<file path="src/rtl/obi_xbar_varlat_arb.sv">
// obi_xbar_varlat_arb
//   N-to-1 OBI arbiter that funnels several OBI masters onto one slave port.
//   Responses are routed back in order through an outstanding-ID FIFO.
//
//   Parameters
//     NMASTER         number of masters (2..16)
//     MAX_OUTSTANDING depth of the outstanding-ID FIFO (power of two, 1..16)
//     ARB_MODE        0 = round-robin, 1 = fixed priority (lowest index wins)
//
//   Ports
//     clk_i          clock
//     rst_i          synchronous active-high reset
//     master_req_i   per-master request (req, addr, we, be, wdata)
//     master_resp_o  per-master response (gnt, rvalid, rdata)
//     slave_req_o    merged request to the slave
//     slave_resp_i   slave response (gnt, rvalid, rdata)
//     outstanding_o  number of transactions in flight
//     err_o          sticky: rvalid seen with nothing in flight
//
//   Optional feature macro: OBI_XBAR_PERF_CNT_EN
//     Adds cnt_clr_i and grant_cnt_o[NMASTER], one saturating 32-bit grant
//     counter per master. Arbitration is unaffected by the macro.

package obi_xbar_varlat_arb_pkg;
  typedef struct packed {
    logic        req;
    logic [31:0] addr;
    logic        we;
    logic [3:0]  be;
    logic [31:0] wdata;
  } obi_req_t;

  typedef struct packed {
    logic        gnt;
    logic        rvalid;
    logic [31:0] rdata;
  } obi_resp_t;
endpackage

module obi_xbar_varlat_arb
  import obi_xbar_varlat_arb_pkg::*;
#(
  parameter int unsigned NMASTER         = 4,
  parameter int unsigned MAX_OUTSTANDING = 4,
  parameter int unsigned ARB_MODE        = 0
) (
  input  logic                                 clk_i,
  input  logic                                 rst_i,
  input  obi_req_t                             master_req_i  [NMASTER],
  output obi_resp_t                            master_resp_o [NMASTER],
  output obi_req_t                             slave_req_o,
  input  obi_resp_t                            slave_resp_i,
  output logic [$clog2(MAX_OUTSTANDING+1)-1:0] outstanding_o,
  output logic                                 err_o
`ifdef OBI_XBAR_PERF_CNT_EN
  ,
  input  logic                                 cnt_clr_i,
  output logic [31:0]                          grant_cnt_o [NMASTER]
`endif
);

  localparam int unsigned IDW = (NMASTER > 1) ? $clog2(NMASTER) : 1;
  localparam int unsigned PW  = (MAX_OUTSTANDING > 1) ? $clog2(MAX_OUTSTANDING) : 1;
  localparam int unsigned CW  = $clog2(MAX_OUTSTANDING + 1);

  localparam logic [CW-1:0]  MAX_CNT   = CW'(MAX_OUTSTANDING);
  localparam logic [IDW-1:0] LAST_ID   = IDW'(NMASTER - 1);
  localparam logic [PW-1:0]  LAST_SLOT = PW'(MAX_OUTSTANDING - 1);

  logic [IDW-1:0] rr_ptr;
  logic           lock_valid;
  logic [IDW-1:0] lock_idx;
  logic [IDW-1:0] id_mem [MAX_OUTSTANDING];
  logic [PW-1:0]  wr_ptr;
  logic [PW-1:0]  rd_ptr;
  logic [CW-1:0]  count;
  logic           err_q;

  logic           arb_found;
  logic [IDW-1:0] arb_idx;
  int unsigned    cand;
  logic [IDW-1:0] win_idx;
  logic           win_valid;
  logic           fifo_full;
  logic           fifo_empty;
  logic           handshake;
  logic           pop;
  logic [IDW-1:0] head_id;
  logic [NMASTER-1:0] gnt_vec;

  assign fifo_full  = (count == MAX_CNT);
  assign fifo_empty = (count == '0);
  assign head_id    = id_mem[rd_ptr];

  // Candidate scan starting at the RR pointer (mode 0) or at index 0 (mode 1).
  always_comb begin
    arb_found = 1'b0;
    arb_idx   = '0;
    cand      = 0;
    for (int unsigned i = 0; i < NMASTER; i++) begin
      if (ARB_MODE == 0) begin
        cand = 32'(rr_ptr) + i;
        if (cand >= NMASTER) cand = cand - NMASTER;
      end else begin
        cand = i;
      end
      if (!arb_found && master_req_i[IDW'(cand)].req) begin
        arb_found = 1'b1;
        arb_idx   = IDW'(cand);
      end
    end
  end

  // A held lock pins the selection; if the locked master withdraws, the
  // request to the slave drops and the lock clears on the next edge.
  assign win_idx   = lock_valid ? lock_idx : arb_idx;
  assign win_valid = lock_valid ? master_req_i[lock_idx].req : arb_found;

  always_comb begin
    slave_req_o     = master_req_i[win_idx];
    slave_req_o.req = win_valid && !fifo_full && !rst_i;
  end

  assign handshake = slave_req_o.req && slave_resp_i.gnt;
  assign pop       = slave_resp_i.rvalid && !fifo_empty && !rst_i;

  always_comb begin
    gnt_vec = '0;
    for (int unsigned i = 0; i < NMASTER; i++) begin
      master_resp_o[i].gnt    = handshake && (win_idx == IDW'(i));
      master_resp_o[i].rvalid = pop && (head_id == IDW'(i));
      master_resp_o[i].rdata  = slave_resp_i.rdata;
      gnt_vec[i]              = master_resp_o[i].gnt;
    end
  end

  always_ff @(posedge clk_i) begin
    if (rst_i) begin
      rr_ptr     <= '0;
      lock_valid <= 1'b0;
      lock_idx   <= '0;
    end else if (handshake) begin
      lock_valid <= 1'b0;
      rr_ptr     <= (win_idx == LAST_ID) ? '0 : win_idx + 1'b1;
    end else if (slave_req_o.req) begin
      lock_valid <= 1'b1;
      lock_idx   <= win_idx;
    end else if (lock_valid && !master_req_i[lock_idx].req) begin
      lock_valid <= 1'b0;
    end
  end

  always_ff @(posedge clk_i) begin
    if (handshake) id_mem[wr_ptr] <= win_idx;
  end

  always_ff @(posedge clk_i) begin
    if (rst_i) begin
      wr_ptr <= '0;
      rd_ptr <= '0;
      count  <= '0;
      err_q  <= 1'b0;
    end else begin
      if (handshake) wr_ptr <= (wr_ptr == LAST_SLOT) ? '0 : wr_ptr + 1'b1;
      if (pop)       rd_ptr <= (rd_ptr == LAST_SLOT) ? '0 : rd_ptr + 1'b1;
      case ({handshake, pop})
        2'b10:   count <= count + 1'b1;
        2'b01:   count <= count - 1'b1;
        default: count <= count;
      endcase
      if (slave_resp_i.rvalid && fifo_empty) err_q <= 1'b1;
    end
  end

  assign outstanding_o = count;
  assign err_o         = err_q;

`ifdef OBI_XBAR_PERF_CNT_EN
  always_ff @(posedge clk_i) begin
    for (int unsigned i = 0; i < NMASTER; i++) begin
      if (rst_i || cnt_clr_i) begin
        grant_cnt_o[i] <= '0;
      end else if (gnt_vec[i] && (grant_cnt_o[i] != '1)) begin
        grant_cnt_o[i] <= grant_cnt_o[i] + 32'd1;
      end
    end
  end
`endif

endmodule

</file>
<file path="config.mk">
export PLATFORM = sky130hd
export DESIGN_NAME = obi_xbar_varlat_arb
export DESIGN_NICKNAME = d
export VERILOG_FILES = /design/src/rtl/obi_xbar_varlat_arb.sv
export SDC_FILE = /design/constraint.sdc
export NUM_CORES = 1
export LEC_CHECK = 0
export BUFFER_PORTS_ARGS = -buffer_cell sky130_fd_sc_hd__buf_2
export CAP_MARGIN = 20
export CORE_AREA = 3 3 205 207
export DETAILED_ROUTE_END_ITERATION = 10
export DIE_AREA = 0 0 208 210
export GPL_ROUTABILITY_DRIVEN = 0
export HOLD_SLACK_MARGIN = 0.15
export PLACE_DENSITY = 0.38
export SYNTH_ARGS = -nofsm -noshare
export SYNTH_HDL_FRONTEND = slang
export SYNTH_SLANG_ARGS = --single-unit
</file>
<file path="constraint.sdc">
create_clock -name clk_i -period 4.9 [get_ports clk_i]
set_input_delay 0.49 -clock clk_i [delete_from_list [all_inputs] [get_ports clk_i]]
set_output_delay 0.49 -clock clk_i [all_outputs]
set_load 0.05 [all_outputs]
</file>
==> results of run 1 <==
==> synth_stat cells, types with 8 or more instances <==
cell	instances	area share
and2_1	9	0.0097
buf_2	29	0.025
ha_1	10	0.022
inv_1	9	0.0058
o31a_1	69	0.10
buf_4	131	0.17
clkbuf_1	74	0.048
o221ai_1	69	0.10
edfxtp_1	8	0.041
and4_1	69	0.10
nand2b_1	8	0.0086
nor2_1	11	0.0071
dfxtp_1	15	0.052
nand3_1	69	0.059
nand4_1	138	0.15
==> worst reg2reg max path, stage by stage (launching register included) <==
cell	delay (ns)
dfxtp_1	0.49
mux4_2	0.57
nand2b_1	0.16
and3_1	0.34
inv_1	0.18
ha_1	0.20
inv_1	0.06
fa_1	0.38
xor2_1	0.17
or3_1	0.31
a21oi_1	0.13
==> cell families after synthesis <==
kind of cell / synth area share
AO/OA/AOI/OAI: 0.240
XOR/XNOR: 0.00302
adder cells (fa/ha/maj): 0.0250
buffers and inverters: 0.261
flip-flops: 0.0931
multiplexers: 0.0168
AND/OR/NAND/NOR: 0.362
==> final timing paths <==
check                                   to                     start  slack, ns  cells after the start
max                        slave_req_o[36]   lock_valid$_SDFFE_PP0P_       1.21                      7
min                     err_o$_SDFFE_PP0P_        err_o$_SDFFE_PP0P_       0.47                      2
max reg2reg  outstanding_o[2]$_SDFFE_PP0P_  lock_idx[0]$_SDFFE_PP0P_       1.86                     10
min reg2reg             err_o$_SDFFE_PP0P_        err_o$_SDFFE_PP0P_       0.47                      2
==> area by class of cell <==
class	count	area, µm²	share of cell area
Inverter	10	38.8	0.00536
Timing Repair Buffer	391	2070	0.286
Clock buffer	4	78.8	0.0109
Antenna cell	1	2.50	0.000346
Multi-Input combinational cell	508	3840	0.531
Tap cell	532	666	0.0919
Sequential cell	23	541	0.0746
==> per-layer routing <==
| layer | GRT usage | wire length, µm |
|---|---|---|
| met5 | 0 | 40 |
| met4 | 0.0142 | 204 |
| met2 | 0.258 | 17300 |
| met3 | 0.0333 | 2850 |
| met1 | 0.184 | 13800 |
==> flip-flops by register name, indices dropped and copies added (netlist names), named ones only <==
register and count:
err_o 1, rd_ptr 2, outstanding_o 3, lock_idx 2, lock_valid 1, wr_ptr 2
rr_ptr 2, id_mem 8
==> power groups by stage <==
| stage | combinational [µW] | clock, µW | sequential, µW |
|---|---|---|---|
| 2_1_floorplan | 1780 | 0 | 249 |
| 3_3_place_gp | 2170 | 0 | 246 |
| 3_5_place_dp | 2170 | 0 | 246 |
| 4_1_cts | 2170 | 184 | 242 |
| 5_1_grt | 2290 | 196 | 244 |
| 6_report | 2160 | 175 | 241 |
==> per-stage QoR <==
step | setup WS [ns] | instance area [µm²] | std cells | hold WS (ns) | util
3_3_place_gp | 1.27 | 7160 | 1464 | 0.452 | 0.177
6_report | 1.21 | 7240 | 1469 | 0.468 | 0.179
4_1_cts | 1.14 | 7240 | 1468 | 0.476 | 0.179
3_5_place_dp | 1.24 | 7160 | 1464 | 0.463 | 0.177
5_1_grt | 0.998 | 7240 | 1469 | 0.535 | 0.179
2_1_floorplan | 1.68 | 5810 | 786 | 0.479 | -
==> impl_metrics.ini, run 1 <==
[final_layout]
mostFrequentLayoutCell = buf_2
finalNetCount = 1264
fill_cells = 4699
areaGrowthSynthToFinish_pct = 24.7
final_cell_mix = buf_2 (365), nand4_1 (138)
drive_gt1_frac = 0.441

[floorplan]
die_w_um = 208
ios = 526
start_util = 0.143
dieHeight_um = 210
fp.dieArea_um2 = 43700
coreArea_um2 = 40600
row_count = 74

[place]
dpl.hpwl_um = 26500
port_buffers = 365

[timing]
finalHoldViolCount = 0
rsz0062_at_grt = no
timing.fmax_mhz = 271
fin_skew_ns = 0.00359
setup_tns_ns = 0
timing.final.crit_period_ns = 3.69
setup_viol_count_final = 0
relSlewSlack = 0.282
worst_slew_pin_slew_ns = 1.08
maxSlewViolCount = 0
period_share = 0.753

[synthesis]
yosysSeqAreaShare = 0.0931
synth_nets = 1113
yosys_warnings = 0
synth_cells = 786
avgSynthCellArea_um2 = 7.39
synthesis.area_um2 = 5810
ys_ff_latch = 23
synth_cell_type_count = 47
synthFlopType = dfxtp_1
async_reset_ff_frac = 0
synth_edf_count = 8

[pwr]
power.leakage_uw = 0.00309
finalPower_uw = 2580
seqPwrFrac = 0.094
power.internal_uw = 914
switching_share = 0.645
powerDensity_nw_per_um2 = 356
netSwitchingPower_uw = 1660
power_frac_comb = 0.838
clockPowerShare = 0.068
ir_drop_mv = 0.189

[worst_setup_path]
path_class = reg2out
endpoint_kind = output pin
start_kind = flop
worst-path-max-fanout = 72
cp_num_buf_inv = 2
cpPeakStageDelay_ns = 0.70
path_delay_family = buffers and inverters
cp_slowest_cell = buf_4
required_ns = 4.41
worstPathCellList = or2_2 > a211o_4 > nand3_4 > buf_4 > nand4_1 > nand3_1 > buf_2
crit_arrival_ns = 3.20

[clock_network]
cts.sinks = 23
post_cts_buffers = 0
clk_pin_slew_ns = 0.06
cts_resized = 0
clockRootBuffer = clkbuf_16
cts_tree = done
clkLatencyLatePin_ns = 0.26
clock_path_buffers = 2
h-tree-depth = 1
cts_hold_buf = 0
cts-buffers-inserted = 3

[detailed_routing]
drt_wl_total_um = 34200
viasPerCell = 5.00
drt_first_pass_iters = 6
drtIter0Drc = 580
wire_per_inst_um = 23.3
drc_errors = 0
vias = 7339
ant_nets = 0

[global_routing]
first_global_vias = 7276
antenna_found_initial = 5
grt_pass1_wl_um = 49400
grt_max_degree = 78
grtUsageTotal = 0.144
globalRouteOverflowTotal = 0

[job]
cap_violations = 0

[hold_path]
hold_class = reg2reg

[outcome]
outcome = complete, no violations
(Power assumes the default switching activity.)
==> run 2, diff against run 1 <==
ABC_AREA = 1   (was default)
CORE_AREA = 3 3 202 204   (was 3 3 205 207)
DIE_AREA = 0 0 205 207   (was 0 0 208 210)
PLACE_DENSITY = 0.4   (was 0.38)
clock period = 3.22 ns   (was 4.9 ns; I/O delays follow)
==> impl_metrics.ini, run 2 <==
[pwr]
power.internal_uw = 2720
powerDensity_nw_per_um2 = 1280
netSwitchingPower_uw = 6930
seqPwrFrac = 0.044
power.leakage_uw = 0.00499
ir_drop_mv = 0.678
clockPowerShare = 0.029
switching_share = 0.719
power_frac_comb = 0.927

[detailed_routing]
drc_errors = 0
drt_first_pass_iters = 6
viasPerCell = 3.85
wire_per_inst_um = 13.3
ant_nets = 0
vias = 7258
drtIter0Drc = 448
drt_wl_total_um = 25000

[worst_setup_path]
required_ns = 2.90
endpoint_kind = output pin
crit_arrival_ns = 2.69
r2r.worst_path.cells = 16
path_class = reg2out
start_kind = flop
r2r-start = rr_ptr[0]$_SDFFE_PP0P_
rr_endpoint = outstanding_o[2]$_SDFFE_PP0P_
r2r_slack_ns = 0.56
worst-path-max-fanout = 62

[timing]
worst_slew_pin_slew_ns = 0.667
timing.final.crit_period_ns = 3.02
maxSlewViolCount = 0
period_share = 0.937
rsz0062_at_grt = yes
relSlewSlack = 0.555
fin_skew_ns = 0.00349
setup_viol_count_final = 0
timing.fmax_mhz = 332
finalHoldViolCount = 0

[global_routing]
grt_max_degree = 82
first_global_vias = 6770
grt_pass1_wl_um = 37100
globalRouteOverflowTotal = 0
antenna_found_initial = 1
grtUsageTotal = 0.108

[final_layout]
final_cell_mix = buf_2 (364), inv_1 (309), nand3_1 (285)
largest_reg_flops = 8
largest-register = id_mem
areaGrowthSynthToFinish_pct = 26.0
finalNetCount = 1684
final_core_util = 0.191
fill_cells = 4738
fin_area_um2 = 7520
drive_gt1_frac = 0.294
mostFrequentLayoutCell = buf_2

[synthesis]
synth_area_leaders = nand3_1 (24%), inv_1 (19%), nand2_1 (17%)
synthesis.area_um2 = 5970
synth_nets = 1487
synth_cell_type_count = 29
async_reset_ff_frac = 0
synth_top_area_frac = 0.239
synth_cells = 1160
ys_ff_latch = 23
synth_common_cells = inv_1 (309), nand3_1 (285), nand2_1 (267)
avgSynthCellArea_um2 = 5.15
yosys_warnings = 0
synthFlopType = dfxtp_1
synthMostInstantiatedCell = inv_1
yosysTopAreaCell = nand3_1
synth_edf_count = 8
yosysSeqAreaShare = 0.0905

[clock_network]
clk_pin_slew_ns = 0.06
clock_path_buffers = 2
h-tree-depth = 1
clkLatencyLatePin_ns = 0.26
cts-buffers-inserted = 3
cts_tree = done
clockRootBuffer = clkbuf_16
cts.sinks = 23

[floorplan]
die_w_um = 205
ios = 526
coreArea_um2 = 39500
fp.dieArea_um2 = 42400
start_util = 0.151
dieHeight_um = 207
row_count = 73

[hold_path]
min_path_cells = 2
holdPathEnd = err_o$_SDFFE_PP0P_
hold_class = in2reg
hold_start = rst_i

[place]
port_buffers = 365
placed_area_um2 = 7430
dpl.hpwl_um = 20100

[job]
cap_violations = 0

[outcome]
outcome = complete, no violations
run 2: cell types whose count changed after synthesis, moves of 10 or more:
cell,delta
inv_1,+300
nand2_1,+262
nand3_1,+216
nand4_1,-136
and4_1,-69
o221ai_1,-69
o31a_1,-69
clkbuf_1,-64
nor2_1,+24
o21ai_0,+10
run 2: cell families (layout without fill, tap and decap cells):
group / after synthesis / after routing / synth area share
simple gates: 596 / 596 / 0.441
buf+inv: 502 / 698 / 0.417
compound gates: 28 / 28 / 0.0270
flops: 23 / 23 / 0.0905
fa+ha+maj: 11 / 11 / 0.0243
other cells: 0 / 2 / 0
run 2: power groups by stage:
stage | clock, µW | sequential [µW] | combinational (µW)
floorplan | 0 | 449 | 7150
CTS | 287 | 426 | 9060
finish | 277 | 426 | 8950
global route | 302 | 434 | 9640
global placement | 0 | 433 | 9060
detailed placement | 0 | 432 | 9050
run 2: routing by layer:
metal | wire, µm | global-route usage
met2 | 12600 | 0.196
met1 | 9700 | 0.129
met5 | 0 | 0
met4 | 660 | 0.0283
met3 | 2050 | 0.0187
run 2: final cells by class:
class                           count  area, µm²  share of cell area
Inverter                          312       1170               0.156
Antenna cell                        2       5.00            0.000665
Clock inverter                      1       7.51            0.000998
Sequential cell                    23        542              0.0720
Tap cell                          525        657              0.0873
Timing Repair Buffer              382       2080               0.277
Clock buffer                        3       75.1             0.00998
Multi-Input combinational cell    635       2980               0.397
run 2: critical path, cell delays in order, from the launching register on:
cell     delay (ns)
dfxtp_2        0.41
buf_4          0.16
nand2_1        0.07
nand3_1        0.08
nand2_1        0.10
a21oi_1        0.17
nand2_1        0.11
nand3_4        0.16
buf_12         0.29
buf_4          0.34
nand3_1        0.12
nand3_1        0.12
nand2_1        0.06
buf_2          0.21
run 2: metrics by stage:
step	setup TNS, ns	hold slack, ns	cells	setup slack (ns)	power (µW)
4_1_cts	0	0.265	1881	0.105	9780
2_1_floorplan	0	0.391	1160	0.525	7600
6_report	0	0.271	1883	0.204	9650
3_3_place_gp	0	0.441	1877	0.390	9490
5_1_grt	-0.0189	0.275	1882	-0.00913	10400
3_5_place_dp	0	0.445	1877	0.391	9480
run 2: worst max-delay path by stage:
stage,startpoint,endpoint,slack [ns],depth (start not counted)
floorplan,rr_ptr[0]$_SDFFE_PP0P_,master_resp_o[33],0.52,14
global placement,rr_ptr[0]$_SDFFE_PP0P_,master_resp_o[135],0.39,14
detailed placement,rr_ptr[0]$_SDFFE_PP0P_,slave_req_o[17],0.39,15
CTS,rr_ptr[0]$_SDFFE_PP0P_,slave_req_o[17],0.10,15
global route,rr_ptr[1]$_SDFFE_PP0P_,slave_req_o[29],-0.009,15
finish,rr_ptr[0]$_SDFFE_PP0P_,slave_req_o[49],0.20,13
run 2: timing repair:
item / 4_1_cts / 5_1_grt
resized for setup: 0 / 2
setup buffers: 0 / 0
hold buffers: 0 / 0
setup endpoints to repair: 0 / 53
==> run 3, diff against run 2 <==
ABC_AREA = default   (was 1)
CORE_AREA = 3 3 205 207   (was 3 3 202 204)
DIE_AREA = 0 0 208 210   (was 0 0 205 207)
PLACE_DENSITY = 0.38   (was 0.4)
RECOVER_POWER = 50   (was default)
clock period = 3.6 ns   (was 3.22 ns; I/O delays follow)
==> impl_metrics.ini, run 3 (synthesis results as in run 1) <==
[outcome]
outcome = complete, no violations

[worst_setup_path]
worst-path-max-fanout = 36
cpPeakStageDelay_ns = 0.48
path_delay_family = simple AND/OR/NAND/NOR gates
cp_slowest_cell = dfxtp_1
worstPathCellList = or2_2 > a211o_4 > nand3_4 > buf_4 > ha_1 > and2_1 > buf_2
crit_arrival_ns = 2.85
start_kind = flop
required_ns = 3.24
path_class = reg2out
cp_num_buf_inv = 2
endpoint_kind = output pin

[floorplan]
start_util = 0.143
die_w_um = 208
coreArea_um2 = 40600
dieHeight_um = 210
ios = 526
fp.dieArea_um2 = 43700
row_count = 74

[clock_network]
cts_hold_buf = 0
cts_resized = 0
post_cts_buffers = 0
h-tree-depth = 1
clock_path_buffers = 2
cts.sinks = 23
cts-buffers-inserted = 3
clk_pin_slew_ns = 0.06
cts_tree = done
clkLatencyLatePin_ns = 0.26
clockRootBuffer = clkbuf_16

[final_layout]
largest-register = id_mem
mostFrequentLayoutCell = buf_2
drive_gt1_frac = 0.446
fill_cells = 4701
finalNetCount = 1271
areaGrowthSynthToFinish_pct = 29.6
largest_reg_flops = 8
final_core_util = 0.186
final_cell_mix = buf_2 (355), nand4_1 (138)

[detailed_routing]
routed.top_layer = met5
drt_first_pass_iters = 5
ant_nets = 0
wl_met2_um = 17300
drtIter0Drc = 476
vias = 7304
route.met3.wl_um = 2550
drt_wl_total_um = 34200
wire_per_inst_um = 23.1
drc_errors = 0
viasPerCell = 4.94
m1WireLength_um = 13800

[place]
dpl.hpwl_um = 26900
port_buffers = 365

[timing]
fin_skew_ns = 0.00397
timing.fmax_mhz = 312
maxSlewViolCount = 0
finalHoldViolCount = 0
timing.final.crit_period_ns = 3.21
worst_slew_pin_slew_ns = 0.694
setup_tns_ns = 0
rsz0062_at_grt = no
relSlewSlack = 0.536
period_share = 0.891
setup_viol_count_final = 0

[global_routing]
globalRouteOverflowTotal = 0
grt_pass1_wl_um = 49500
grt_max_degree = 139
antenna_found_initial = 6
grtUsageTotal = 0.144
first_global_vias = 7371

[pwr]
power.leakage_uw = 0.00320
ir_drop_mv = 0.181
powerDensity_nw_per_um2 = 491

[hold_path]
hold_class = in2reg

[job]
cap_violations = 0
-- run 3: cell types whose count changed in the layout (fill, tap and decap cells not counted), moves of 136 or more --
cell,delta
nand4_1,+136
nand3_1,-216
nand2_1,-260
inv_1,-300
-- run 3: cell type report --
type	instances	area, µm²	area share
diodes	3	7.51	0.000998
clock buffers	3	75.1	0.00998
clock inverters	1	5.00	0.000665
inverters	10	38.8	0.00515
multi-input cells	508	3840	0.511
flip-flops and latches	23	541	0.0718
well taps	532	666	0.0884
repair buffers	398	2350	0.312
-- run 3: routing by layer --
layer | up-vias | track usage
met5 | - | 0
met4 | 4 | 0.0202
met3 | 38 | 0.0310
met2 | 428 | 0.260
met1 | 3484 | 0.180
li1 | 3350 | -
-- run 3: worst paths after layout --
| check | start | to | slack [ns] | depth (start not counted) |
|---|---|---|---|---|
| setup / recovery | lock_valid$_SDFFE_PP0P_ | master_resp_o[101] | 0.39 | 7 |
| hold reg to reg | err_o$_SDFFE_PP0P_ | err_o$_SDFFE_PP0P_ | 0.48 | 2 |
| hold / removal | slave_resp_i[32] | err_o$_SDFFE_PP0P_ | 0.36 | 3 |
| setup reg to reg | lock_idx[0]$_SDFFE_PP0P_ | outstanding_o[2]$_SDFFE_PP0P_ | 0.79 | 10 |
-- run 3: worst min-delay path: stages --
cell and delay [ns]:
buf_2 0.09, a21oi_1 0.05, nor2_1 0.07
-- run 3: where the power goes --
group	total (µW)	switching, µW	internal (µW)
combinational	3120	2170	951
sequential	329	30.0	299
clock	239	90.1	149
total	3690	2290	1400
-- run 3: per-stage QoR --
| stage | power, µW | std cells | hold WS, ns | setup slack (ns) | instance area [µm²] |
|---|---|---|---|---|---|
| global placement | 3450 | 1471 | 0.456 | 0.693 | 7440 |
| global route | 3890 | 1477 | 0.377 | 0.265 | 7520 |
| CTS | 3710 | 1475 | 0.367 | 0.372 | 7520 |
| floorplan | 2760 | 786 | 0.479 | 0.507 | 5810 |
| detailed placement | 3470 | 1471 | 0.486 | 0.661 | 7440 |
| finish | 3690 | 1478 | 0.359 | 0.391 | 7530 |
